File: src/rtl/serial_add_sub_ctrl_pkg.sv
// Shared constants and state encoding for the bit-serial adder/subtractor.
package serial_add_sub_ctrl_pkg;

  localparam int DEFAULT_WIDTH = 8;

  typedef enum logic [1:0] {
    ST_IDLE = 2'd0,
    ST_RUN  = 2'd1,
    ST_DONE = 2'd2
  } state_e;

endpackage

File: src/rtl/serial_add_sub_ctrl_if.sv
// Operand/result handshake bundle between the lab top level and the controller.
interface serial_add_sub_ctrl_if #(
  parameter int WIDTH = serial_add_sub_ctrl_pkg::DEFAULT_WIDTH
);
  logic             start;
  logic             sub;
  logic [WIDTH-1:0] a;
  logic [WIDTH-1:0] b;
  logic             busy;
  logic             done;
  logic [WIDTH-1:0] result;
  logic             carry_out;
  logic             overflow;

  // Requester side: issues operands and start, watches status/result.
  modport master (
    output start, sub, a, b,
    input  busy, done, result, carry_out, overflow
  );

  // Controller side.
  modport slave (
    input  start, sub, a, b,
    output busy, done, result, carry_out, overflow
  );
endinterface

File: src/rtl/serial_add_sub_ctrl_fa_cell.sv
// Single combinational 1-bit full adder shared across all bit positions.
module fa_cell (
  input  logic x,
  input  logic y,
  input  logic cin,
  output logic s,
  output logic cout
);

  assign s    = x ^ y ^ cin;
  assign cout = (x & y) | (x & cin) | (y & cin);

endmodule

File: src/rtl/serial_add_sub_ctrl.sv
// Bit-serial add/subtract controller: feeds one full-adder cell LSB first,
// one bit per clock, and reports result/carry/overflow with a done pulse.
module serial_add_sub_ctrl
  import serial_add_sub_ctrl_pkg::*;
#(
  parameter int WIDTH = DEFAULT_WIDTH
) (
  input logic                 clk,
  input logic                 rst_n,
  serial_add_sub_ctrl_if.slave bus
);

  // Wide enough to hold WIDTH-1 even for the smallest legal WIDTH.
  localparam int CW = $clog2(WIDTH + 1);

  state_e           state_q, state_d;
  logic [WIDTH-1:0] a_sh_q, a_sh_d;
  logic [WIDTH-1:0] b_sh_q, b_sh_d;
  logic [WIDTH-1:0] result_q, result_d;
  logic [CW-1:0]    cnt_q, cnt_d;
  logic             carry_q, carry_d;
  logic             cout_q, cout_d;
  logic             ovf_q, ovf_d;

  logic fa_s;
  logic fa_cout;

  // The only adder in the datapath; operands always come from bit 0 of the shifters.
  fa_cell u_fa (
    .x    (a_sh_q[0]),
    .y    (b_sh_q[0]),
    .cin  (carry_q),
    .s    (fa_s),
    .cout (fa_cout)
  );

  // State and datapath registers with synchronous active-low reset.
  always_ff @(posedge clk) begin
    if (!rst_n) begin
      state_q  <= ST_IDLE;
      a_sh_q   <= '0;
      b_sh_q   <= '0;
      result_q <= '0;
      cnt_q    <= '0;
      carry_q  <= 1'b0;
      cout_q   <= 1'b0;
      ovf_q    <= 1'b0;
    end else begin
      state_q  <= state_d;
      a_sh_q   <= a_sh_d;
      b_sh_q   <= b_sh_d;
      result_q <= result_d;
      cnt_q    <= cnt_d;
      carry_q  <= carry_d;
      cout_q   <= cout_d;
      ovf_q    <= ovf_d;
    end
  end

  // Sequencing: capture on start, shift one bit per cycle in RUN, pulse in DONE.
  always_comb begin
    state_d  = state_q;
    a_sh_d   = a_sh_q;
    b_sh_d   = b_sh_q;
    result_d = result_q;
    cnt_d    = cnt_q;
    carry_d  = carry_q;
    cout_d   = cout_q;
    ovf_d    = ovf_q;

    case (state_q)
      ST_IDLE: begin
        if (bus.start) begin
          // Subtraction is a + ~b + 1: invert b and seed the carry with 1.
          a_sh_d   = bus.a;
          b_sh_d   = bus.b ^ {WIDTH{bus.sub}};
          carry_d  = bus.sub;
          cnt_d    = '0;
          result_d = '0;
          state_d  = ST_RUN;
        end
      end
      ST_RUN: begin
        result_d = {fa_s, result_q[WIDTH-1:1]};
        a_sh_d   = a_sh_q >> 1;
        b_sh_d   = b_sh_q >> 1;
        carry_d  = fa_cout;
        cnt_d    = cnt_q + 1'b1;
        if (cnt_q == CW'(WIDTH - 1)) begin
          // carry_q here is the carry into the MSB; fa_cout is the carry out of it.
          cout_d  = fa_cout;
          ovf_d   = carry_q ^ fa_cout;
          state_d = ST_DONE;
        end
      end
      ST_DONE: begin
        state_d = ST_IDLE;
      end
      default: begin
        state_d = ST_IDLE;
      end
    endcase
  end

  assign bus.busy      = (state_q == ST_RUN) || (state_q == ST_DONE);
  assign bus.done      = (state_q == ST_DONE);
  assign bus.result    = result_q;
  assign bus.carry_out = cout_q;
  assign bus.overflow  = ovf_q;

endmodule

File: src/flat_wrapper.sv
// flat-port wrapper written by rule: the top's interface ports become plain ports
module serial_add_sub_ctrl_flat import serial_add_sub_ctrl_pkg::*;
#(
  parameter int WIDTH = DEFAULT_WIDTH
)
  (clk, rst_n, bus_start, bus_sub, bus_a, bus_b, bus_busy, bus_done, bus_result, bus_carry_out, bus_overflow);
  serial_add_sub_ctrl_if #(.WIDTH(WIDTH)) bus_i ();
  input logic clk;
  input logic rst_n;
  input wire logic [$bits(bus_i.start)-1:0] bus_start;
  input wire logic [$bits(bus_i.sub)-1:0] bus_sub;
  input wire logic [$bits(bus_i.a)-1:0] bus_a;
  input wire logic [$bits(bus_i.b)-1:0] bus_b;
  output wire logic [$bits(bus_i.busy)-1:0] bus_busy;
  output wire logic [$bits(bus_i.done)-1:0] bus_done;
  output wire logic [$bits(bus_i.result)-1:0] bus_result;
  output wire logic [$bits(bus_i.carry_out)-1:0] bus_carry_out;
  output wire logic [$bits(bus_i.overflow)-1:0] bus_overflow;
  assign bus_i.start = bus_start;
  assign bus_i.sub = bus_sub;
  assign bus_i.a = bus_a;
  assign bus_i.b = bus_b;
  assign bus_busy = bus_i.busy;
  assign bus_done = bus_i.done;
  assign bus_result = bus_i.result;
  assign bus_carry_out = bus_i.carry_out;
  assign bus_overflow = bus_i.overflow;
  serial_add_sub_ctrl #(.WIDTH(WIDTH)) u_core (.clk(clk), .rst_n(rst_n), .bus(bus_i));
endmodule
File: config.mk
export PLATFORM = sky130hd
export DESIGN_NAME = serial_add_sub_ctrl_flat
export DESIGN_NICKNAME = d
export VERILOG_FILES = /design/src/rtl/serial_add_sub_ctrl_pkg.sv /design/src/rtl/serial_add_sub_ctrl_if.sv /design/src/rtl/serial_add_sub_ctrl_fa_cell.sv /design/src/rtl/serial_add_sub_ctrl.sv /design/src/flat_wrapper.sv
export SDC_FILE = /design/constraint.sdc
export NUM_CORES = 1
export LEC_CHECK = 0
export CAP_MARGIN = 20
export CORE_MARGIN = 3
export CORE_UTILIZATION = 47
export DETAILED_ROUTE_END_ITERATION = 8
export GPL_TIMING_DRIVEN = 0
export PLACE_DENSITY = 0.76
export RECOVER_POWER = 100
export SKIP_CTS_REPAIR_TIMING = 1
export SKIP_LAST_GASP = 1
export SLEW_MARGIN = 10
export SYNTH_ARGS = -nofsm -noshare
export SYNTH_HDL_FRONTEND = slang
export SYNTH_SLANG_ARGS = --single-unit
File: constraint.sdc
create_clock -name clk -period 1.45 [get_ports clk]
set_input_delay 0.2175 -clock clk [delete_from_list [all_inputs] [get_ports clk]]
set_output_delay 0.2175 -clock clk [all_outputs]
set_load 0.005 [all_outputs]
==> metrics.md <==
| Metric | Value |
|---|---|
| Failing checks | `negative setup slack` |
| Data required time of the worst path | `1.66 ns` |
| Metal2 WL | `2.39 mm` |
| Synth area leaders | `dfxtp_1, mux2i_1, a32oi_1, xor2_1, a21oi_1` |
| Avg Cell Area, Syn | `9.26 um2` |
| Post-Synthesis Cells | `190` |
| Initial Util | `50.7%` |
| Slew @ Worst Pin | `0.560 ns` |
| Final WS setup | `-0.145 ns` |
| Die height | `67.2 um` |
| Max-cap violations | `0` |
| GRT overflow | `0` |
| Setup tns final | `-0.537 ns` |
| Synthesis-to-layout area growth | `47.4%` |
| Clock-pin slew on the worst setup and hold paths | `0.07 ns` |
| Clock share of power | `31.3%` |
| Largest net degree at the start of global routing | `11` |
| WS Path Type | `reg2reg` |
| Post-route DRC | `0` |
| GRT Total Usage | `18.6%` |
| Slew HR | `62.7%` |
| DRC violation total after the first TritonRoute iteration | `149` |
| Setup-failing EPs final | `19` |
| Most frequent cell after synthesis | `dfxtp_1` |
| Highest metal layer with signal wires | `met4` |
| Peak supply drop | `636 uV` |
| Syn nets | `215` |
| CTS max path bufs | `2` |
| Psw | `0.700 mW` |
| DR WL/cell | `16.4 um` |
| Sw Ratio | `28.6%` |
| Layout cells sized above 1 | `31.7%` |
| Clock Tree Root | `clkbuf_8` |
| CP max stage delay | `0.49 ns` |
| Sequential Power Share | `41.6%` |
| Worst path arrival time | `1.80 ns` |
| Yosys reg bits | `33` |
| CTS tree | `yes` |
| Via count | `1612` |
| Combinational cell fraction of total power | `27.1%` |
| Area of the core | `0.00347 mm2` |
| Synthesized cell area | `0.00176 mm2` |
| ANT cells | `0` |
| RSZ-0062 raised after global routing | `true` |
| Post-synth ARST share | `0%` |
| Sequential cell area fraction in the yosys report | `37.6%` |
| Crit path max fanout | `7` |
| Met1 WL | `2.07 mm` |
| Number of buffer and inverter stages on the critical path | `2` |
| Clock skew | `0.00440 ns` |
| IO Pins | `32` |
| Met3 wire length | `160 um` |
| Hold Path Class | `in2reg` |
| Fin. Hold Viols | `0` |
| Primary FF master, synth | `dfxtp_1` |
| GP Congestion | `0.712` |
| Die area | `0.00451 mm2` |
| CTS Buf Count | `5` |
| Synth area leader | `dfxtp_1` |
| FF+latch area | `672 um2` |
| Crit end category | `flop` |
| Vias in the first global route | `1325` |
| Startpoint Class | `flop` |
| Antenna Nets Post-Route | `0` |
| Synth top cells by count | `dfxtp_1, mux2i_1, a21oi_1` |
| F_max | `0.627 GHz` |
| P_int | `1.75 mW` |
| Util after Layout | `74.7%` |
| First-pass GRT wire length | `6.30 mm` |
| Tmin final | `1.60 ns` |
| DRT Wirelength | `4.70 mm` |
| Footprint of the multi-input gates | `0.00113 mm2` |
| Worst-skew pair later-pin latency | `0.28 ns` |
| DR vias/cell | `5.64` |
| Tcrit/Tclk final | `110%` |
| Die X | `67.2 um` |
| Final Net Count | `264` |
| P_leak | `0.992 nW` |
| Synth warnings | `0` |
| Max-slew violation count | `0` |
| Status | `finished, violations left` |
| Post-synth cell types | `38` |
| Cell Chain, Critical Path | `inv_4 > ha_4 > buf_6 > nor2b_4 > or4b_1 > a31oi_1` |
| Pre-Repair DR Iteration Count | `4` |
| # fillers | `246` |
| Cell family with most CP delay | `simple AND/OR/NAND/NOR gates` |
| H-tree level count | `2` |
| Initial antenna violation count | `0` |
| Slowest stage cell, crit path | `or4b_1` |
| Yosys top cell area share | `37.6%` |
| Final HPWL DP | `2.72 mm` |
| Port Buffer Count | `29` |
| Pwr/cell area | `944 mW/mm2` |
| Hold Slack | `0.365 ns` |
| Row count | `21` |
| Clk sink count | `33` |
| EDFF count, synth | `0` |
-- metrics by stage --
stage | instances | worst slack, ns | total power, mW | cell area [um2]
5_1_grt | 286 | -0.247 | 2.56 | 2590
4_1_cts | 273 | -0.250 | 2.22 | 2220
2_1_floorplan | 190 | 0.00273 | 1.32 | 1770
3_3_place_gp | 265 | -0.131 | 1.46 | 2110
3_5_place_dp | 265 | -0.127 | 1.46 | 2110
6_report | 286 | -0.145 | 2.45 | 2590
-- flip-flops by register name, summed over array words and instances (netlist names) --
| signal | cells |
|---|---|
| u_core.a_sh_q | 8 |
| u_core.cnt_q | 4 |
| u_core.bus.carry_out | 1 |
| u_core.state_q | 2 |
| u_core.carry_q | 1 |
| u_core.b_sh_q | 8 |
| u_core.bus.overflow | 1 |
| u_core.bus.result | 8 |
-- routing by layer --
metal / up-vias / track usage [%]
met3: 7 / 5.99
met4: 0 / 7.09
met1: 789 / 26.1
met2: 38 / 26.5
met5: - / 0
li1: 778 / -
-- power groups by stage --
stage          Sequential [mW]  Clock (mW)  Combinational (mW)
6_report                  1.02       0.765               0.664
5_1_grt                   1.02       0.822               0.714
4_1_cts                   1.00       0.773               0.444
3_5_place_dp              1.02           0               0.441
3_3_place_gp              1.02           0               0.434
2_1_floorplan             1.01           0               0.311
-- final cells by class --
class | count | share of cell area (%)
plain buffers | 16 | 5.31
clock buffers | 7 | 3.72
clock inverters | 1 | 0.193
inverters | 9 | 1.50
multi-input cells | 132 | 43.6
flip-flops and latches | 33 | 25.9
well taps | 46 | 2.22
repair buffers | 42 | 17.5
-- cell families (layout without fill, tap and decap cells) --
group           Yosys count  count (layout)  synth area share, %
fa+ha+maj                 5               5                 3.98
mux                      24              24                 13.7
xor+xnor                 10              10                 4.98
compound gates           47              47                 18.1
buf+inv                  25              75                 6.90
flops                    33              33                 37.6
simple gates             46              46                 14.8
-- worst min-delay path, delay by kind of cell --
kind | cells | cell delay (ns)
buffers and inverters | 1 | 0.17
AND/OR/NAND/NOR | 1 | 0.13
AO/OA/AOI/OAI | 1 | 0.08
-- worst paths after layout --
path	startpoint	end	slack, ns	depth (start not counted)
worst max-delay path	u_core.state_q[0]	u_core.cnt_q[3]	-0.15	6
worst min-delay path	bus_start	u_core.b_sh_q[7]	0.36	3
worst max register to register	u_core.state_q[0]	u_core.cnt_q[3]	-0.15	6
worst min register to register	u_core.b_sh_q[0]	u_core.b_sh_q[0]	0.46	2
-- layout by cell type, fill, tap and decap left out, types with 4 or more instances in the layout --
cell and instances:
clkdlybuf4s50_1 27, dfxtp_1 26, mux2i_1 21, buf_6 11
a21oi_1 11, xor2_1 8, buf_4 7, a32oi_1 7
nand3_1 7, clkbuf_8 7, inv_1 6, o21ai_1 6
a211oi_1 6, dfxtp_2 6, nor2_2 5, or2_2 5
clkbuf_1 4, nor2_1 4
Note: power is estimated with default switching activity, not from simulation.
==> RTL edit 1: new RTL, same flow settings <==
`a_sh_q`, `b_sh_q` and `result_q` no longer have a reset.
--- a/src/rtl/serial_add_sub_ctrl.sv
+++ b/src/rtl/serial_add_sub_ctrl.sv
@@ -38,23 +38,23 @@
   always_ff @(posedge clk) begin
     if (!rst_n) begin
       state_q  <= ST_IDLE;
-      a_sh_q   <= '0;
-      b_sh_q   <= '0;
-      result_q <= '0;
       cnt_q    <= '0;
       carry_q  <= 1'b0;
       cout_q   <= 1'b0;
       ovf_q    <= 1'b0;
     end else begin
       state_q  <= state_d;
-      a_sh_q   <= a_sh_d;
-      b_sh_q   <= b_sh_d;
-      result_q <= result_d;
       cnt_q    <= cnt_d;
       carry_q  <= carry_d;
       cout_q   <= cout_d;
       ovf_q    <= ovf_d;
     end
+  end
+
+  always_ff @(posedge clk) begin
+    a_sh_q   <= a_sh_d;
+    b_sh_q   <= b_sh_d;
+    result_q <= result_d;
   end
 
   // Sequencing: capture on start, shift one bit per cycle in RUN, pulse in DONE.
Behaviour: differs if rst_n is asserted again (counterexample within 4 cycles, from zero or initial values and one cycle with rst_n low); with rst_n held inactive, the same outputs for 10 cycles.
==> RTL edit 1 against the original RTL <==
The flow still finishes with violations (negative setup slack); cell count is 23% lower; worst setup slack better by 0.15 ns; sequential cell count stayed put; area after synthesis is 10% lower; core utilization is 4.6 points lower; routed wire length is 36% lower; sequential share of layout area is 15 points higher; critical endpoint is now u_core.a_sh_q[3]; final area is 15% lower; first-iteration DRC count is 62% lower; via count is 31% lower; critical path depth stayed put; total power is 1.5% higher.
==> RTL edit 1: results (changes against the original RTL) <==
number of synthesized flops with an enable pin 24 (+24); pre-CTS setup slack -0.1608 ns (-0.03372 ns); Comb. pwr 0.000697 W (+5.0%); Worst-Margin Slew 0.3978 ns (-0.1618 ns); cell family with most CP delay buffers and inverters; status complete, but fails checks; Final Non-Filler Cells 219 (-23%); worst endpoint data arrival time 1.50 ns (-0.30 ns); post-synthesis compound-gate area fraction 7.369% (-11 points); Hold WS 0.4124 ns (+0.04766 ns); final setup fails 3 (-16); initial drt markers 57 (-62%); clock tree root buffer cell clkbuf_4; Sequential Power Share 50.7% (+9.1 points); first-pass GRT wire length 4.705 mm (-25%); Clk pwr share 21.2% (-10 points); Port-buffer cells 30 (+3.4%); GRT Util Overall 14.92% (-3.7 points); synth unique cells 33 (-13%); Vias per Instance 5.059 (-10%); VDD IR max 0.0005403 V (-15%); post-synthesis mux area share 9.033% (-4.7 points); max incr delay on CP 0.39 ns (-0.10 ns); gpl congestion 0.7344 (+3.2%); min-delay src bus_sub; Clock Latency Late Sink 0.33 ns (+0.05 ns); Post-Syn Nets 152 (-29%); final setup margin -0.00009015 ns (+0.1454 ns); share of cells above drive strength 1 19.43% (-12 points); Worst Hold End u_core.b_sh_q[7]; vias in the first global route 1,090 (-18%); dpl hpwl 2.082 mm (-23%); CTS clk-pin slew, worst paths 0.10 ns (+0.03 ns); synth cell count leaders edfxtp_1 (24), nand2_1 (11), dfxtp_1 (9), xnor2_1 (9), and2_1 (8); Fin Clk Skew 0.005085 ns (+0.0006893 ns); WL final 3.003 mm (-36%); violated checks negative setup slack; P_leak 0.8633 nW (-13%); Synth area leaders edfxtp_1 (46%), dfxtp_1 (11%), mux2_1 (5.0%)
[RTL edit 1: cell count changes after synthesis, moves of 7 or more]
cell and change:
nand3_1 -8, edfxtp_1 +24, xor2_1 -7, mux2_1 +7, o21ai_0 -9, a211oi_1 -8
nor2_1 -9, xnor2_1 +7, a21oi_1 -9, dfxtp_1 -24, o21ai_1 +7, mux2i_1 -18
a32oi_1 -9, and2_1 +8
[RTL edit 1: area by class of cell]
class	instances	area, µm²
fill	240	933.4
clock buffer	6	51.30
multi-input combinational	82	663.1
clock inverter	2	8.758
buffer	7	50.05
timing repair inverter	1	16.27
tap	44	55.05
timing repair buffer	40	411.6
sequential	33	908.4
inverter	4	30.03
[RTL edit 1: metal layers]
| layer | vias to the layer above | part of all wire [%] | global-route usage (%) |
|---|---|---|---|
| li1 | 544 | - | - |
| met1 | 527 | 42 | 16.95 |
| met2 | 33 | 51 | 25.81 |
| met3 | 4 | 6.0 | 5.448 |
| met4 | 0 | 1.1 | 4.852 |
| met5 | - | 0 | 0 |
==> RTL edit 2: new RTL, config.mk and constraints unchanged <==
Without the edit above. Set the package constant `DEFAULT_WIDTH` to 16 (it was 8).
--- a/src/rtl/serial_add_sub_ctrl_pkg.sv
+++ b/src/rtl/serial_add_sub_ctrl_pkg.sv
@@ -1,7 +1,7 @@
 // Shared constants and state encoding for the bit-serial adder/subtractor.
 package serial_add_sub_ctrl_pkg;
 
-  localparam int DEFAULT_WIDTH = 8;
+  localparam int DEFAULT_WIDTH = 16;
 
   typedef enum logic [1:0] {
     ST_IDLE = 2'd0,
Ports: changed (resized bus_a, bus_b and bus_result); port bits go from 32 to 56. The function was not compared with the original's and may differ.
==> RTL edit 2 against the original RTL <==
The run still ends with negative setup slack left; combinational power increased by 49%; sequential power increased by 75%; area after synthesis increased by 54%; synthesized cell count increased by 57%; worst setup slack improved by 0.070 ns; sequential cell count increased by 25; final area increased by 56%; routed wire length increased by 53%; total power increased by 66%.
==> RTL edit 2: results (changes against the original RTL) <==
synth cell count leaders dfxtp_1 (58), nor2_1 (48), nand3_1 (21), a32oi_1 (18), o21ai_0 (17); violated checks negative setup slack; Final Non-Filler Cells 450 (+57%); final setup fails 29 (+10); Fin Clk Skew 0.005330 ns (+0.0009346 ns); M1 WL 3.065 mm (+48%); share of cells above drive strength 1 28.16% (-3.5 points); Post-Syn Nets 341 (+59%); vias in the first global route 2,221 (+68%); Synth area leaders dfxtp_1 (43%), nor2_1 (6.7%), a32oi_1 (5.8%); hold depth 4 (+1); post-synthesis compound-gate area fraction 20.36% (+2.3 points); met3 global-route usage 8.004% (+2.0 points); TritonCTS Buffers 9 (+4); FF-to-FF Start u_core.state_q[1]; status complete, but fails checks; Synth Area in Adders 3.054% (-0.93 points); R2R cell count 7 (+1); internal power 0.002902 W (+66%); GRT Util Overall 20.17% (+1.5 points); initial drt markers 181 (+21%); max incr delay on CP 0.36 ns (-0.13 ns); Clock Latency Late Sink 0.34 ns (+0.06 ns); relative slew slack 57.22% (-5.5 points); Syn Inst Count 299 (+57%); setup_tns -1.080 ns (-0.5432 ns); area post-placement 0.003344 mm² (+58%); final setup margin -0.07507 ns (+0.07041 ns); total number of H-tree levels 3 (+1)
## RTL edit 2: final cells by class
class,count,area [µm²]
plain buffers,27,236.5
clock buffers,12,155.1
clock inverters,3,15.01
fillers,373,1287
inverters,10,40.04
multi-input cells,203,1579
flip-flops and latches,58,1180
well taps,70,87.58
repair buffers,67,754.5
## RTL edit 2: tightest hold or removal path, cell delays in order
cell and delay, ns:
buf_2 0.21, xor2_1 0.10, nor2_1 0.08, o31ai_1 0.07
## RTL edit 2: per-stage QoR
| step | hold slack [ns] | utilization (%) | power, W |
|---|---|---|---|
| 3_3_place_gp | 0.4442 | 62.69 | 0.002503 |
| 6_report | 0.3949 | 75.87 | 0.004074 |
| 5_1_grt | 0.4270 | 75.87 | 0.004276 |
| 2_1_floorplan | 0.3770 | - | 0.002281 |
| 4_1_cts | 0.3840 | 65.88 | 0.003818 |
| 3_5_place_dp | 0.4442 | 62.69 | 0.002523 |
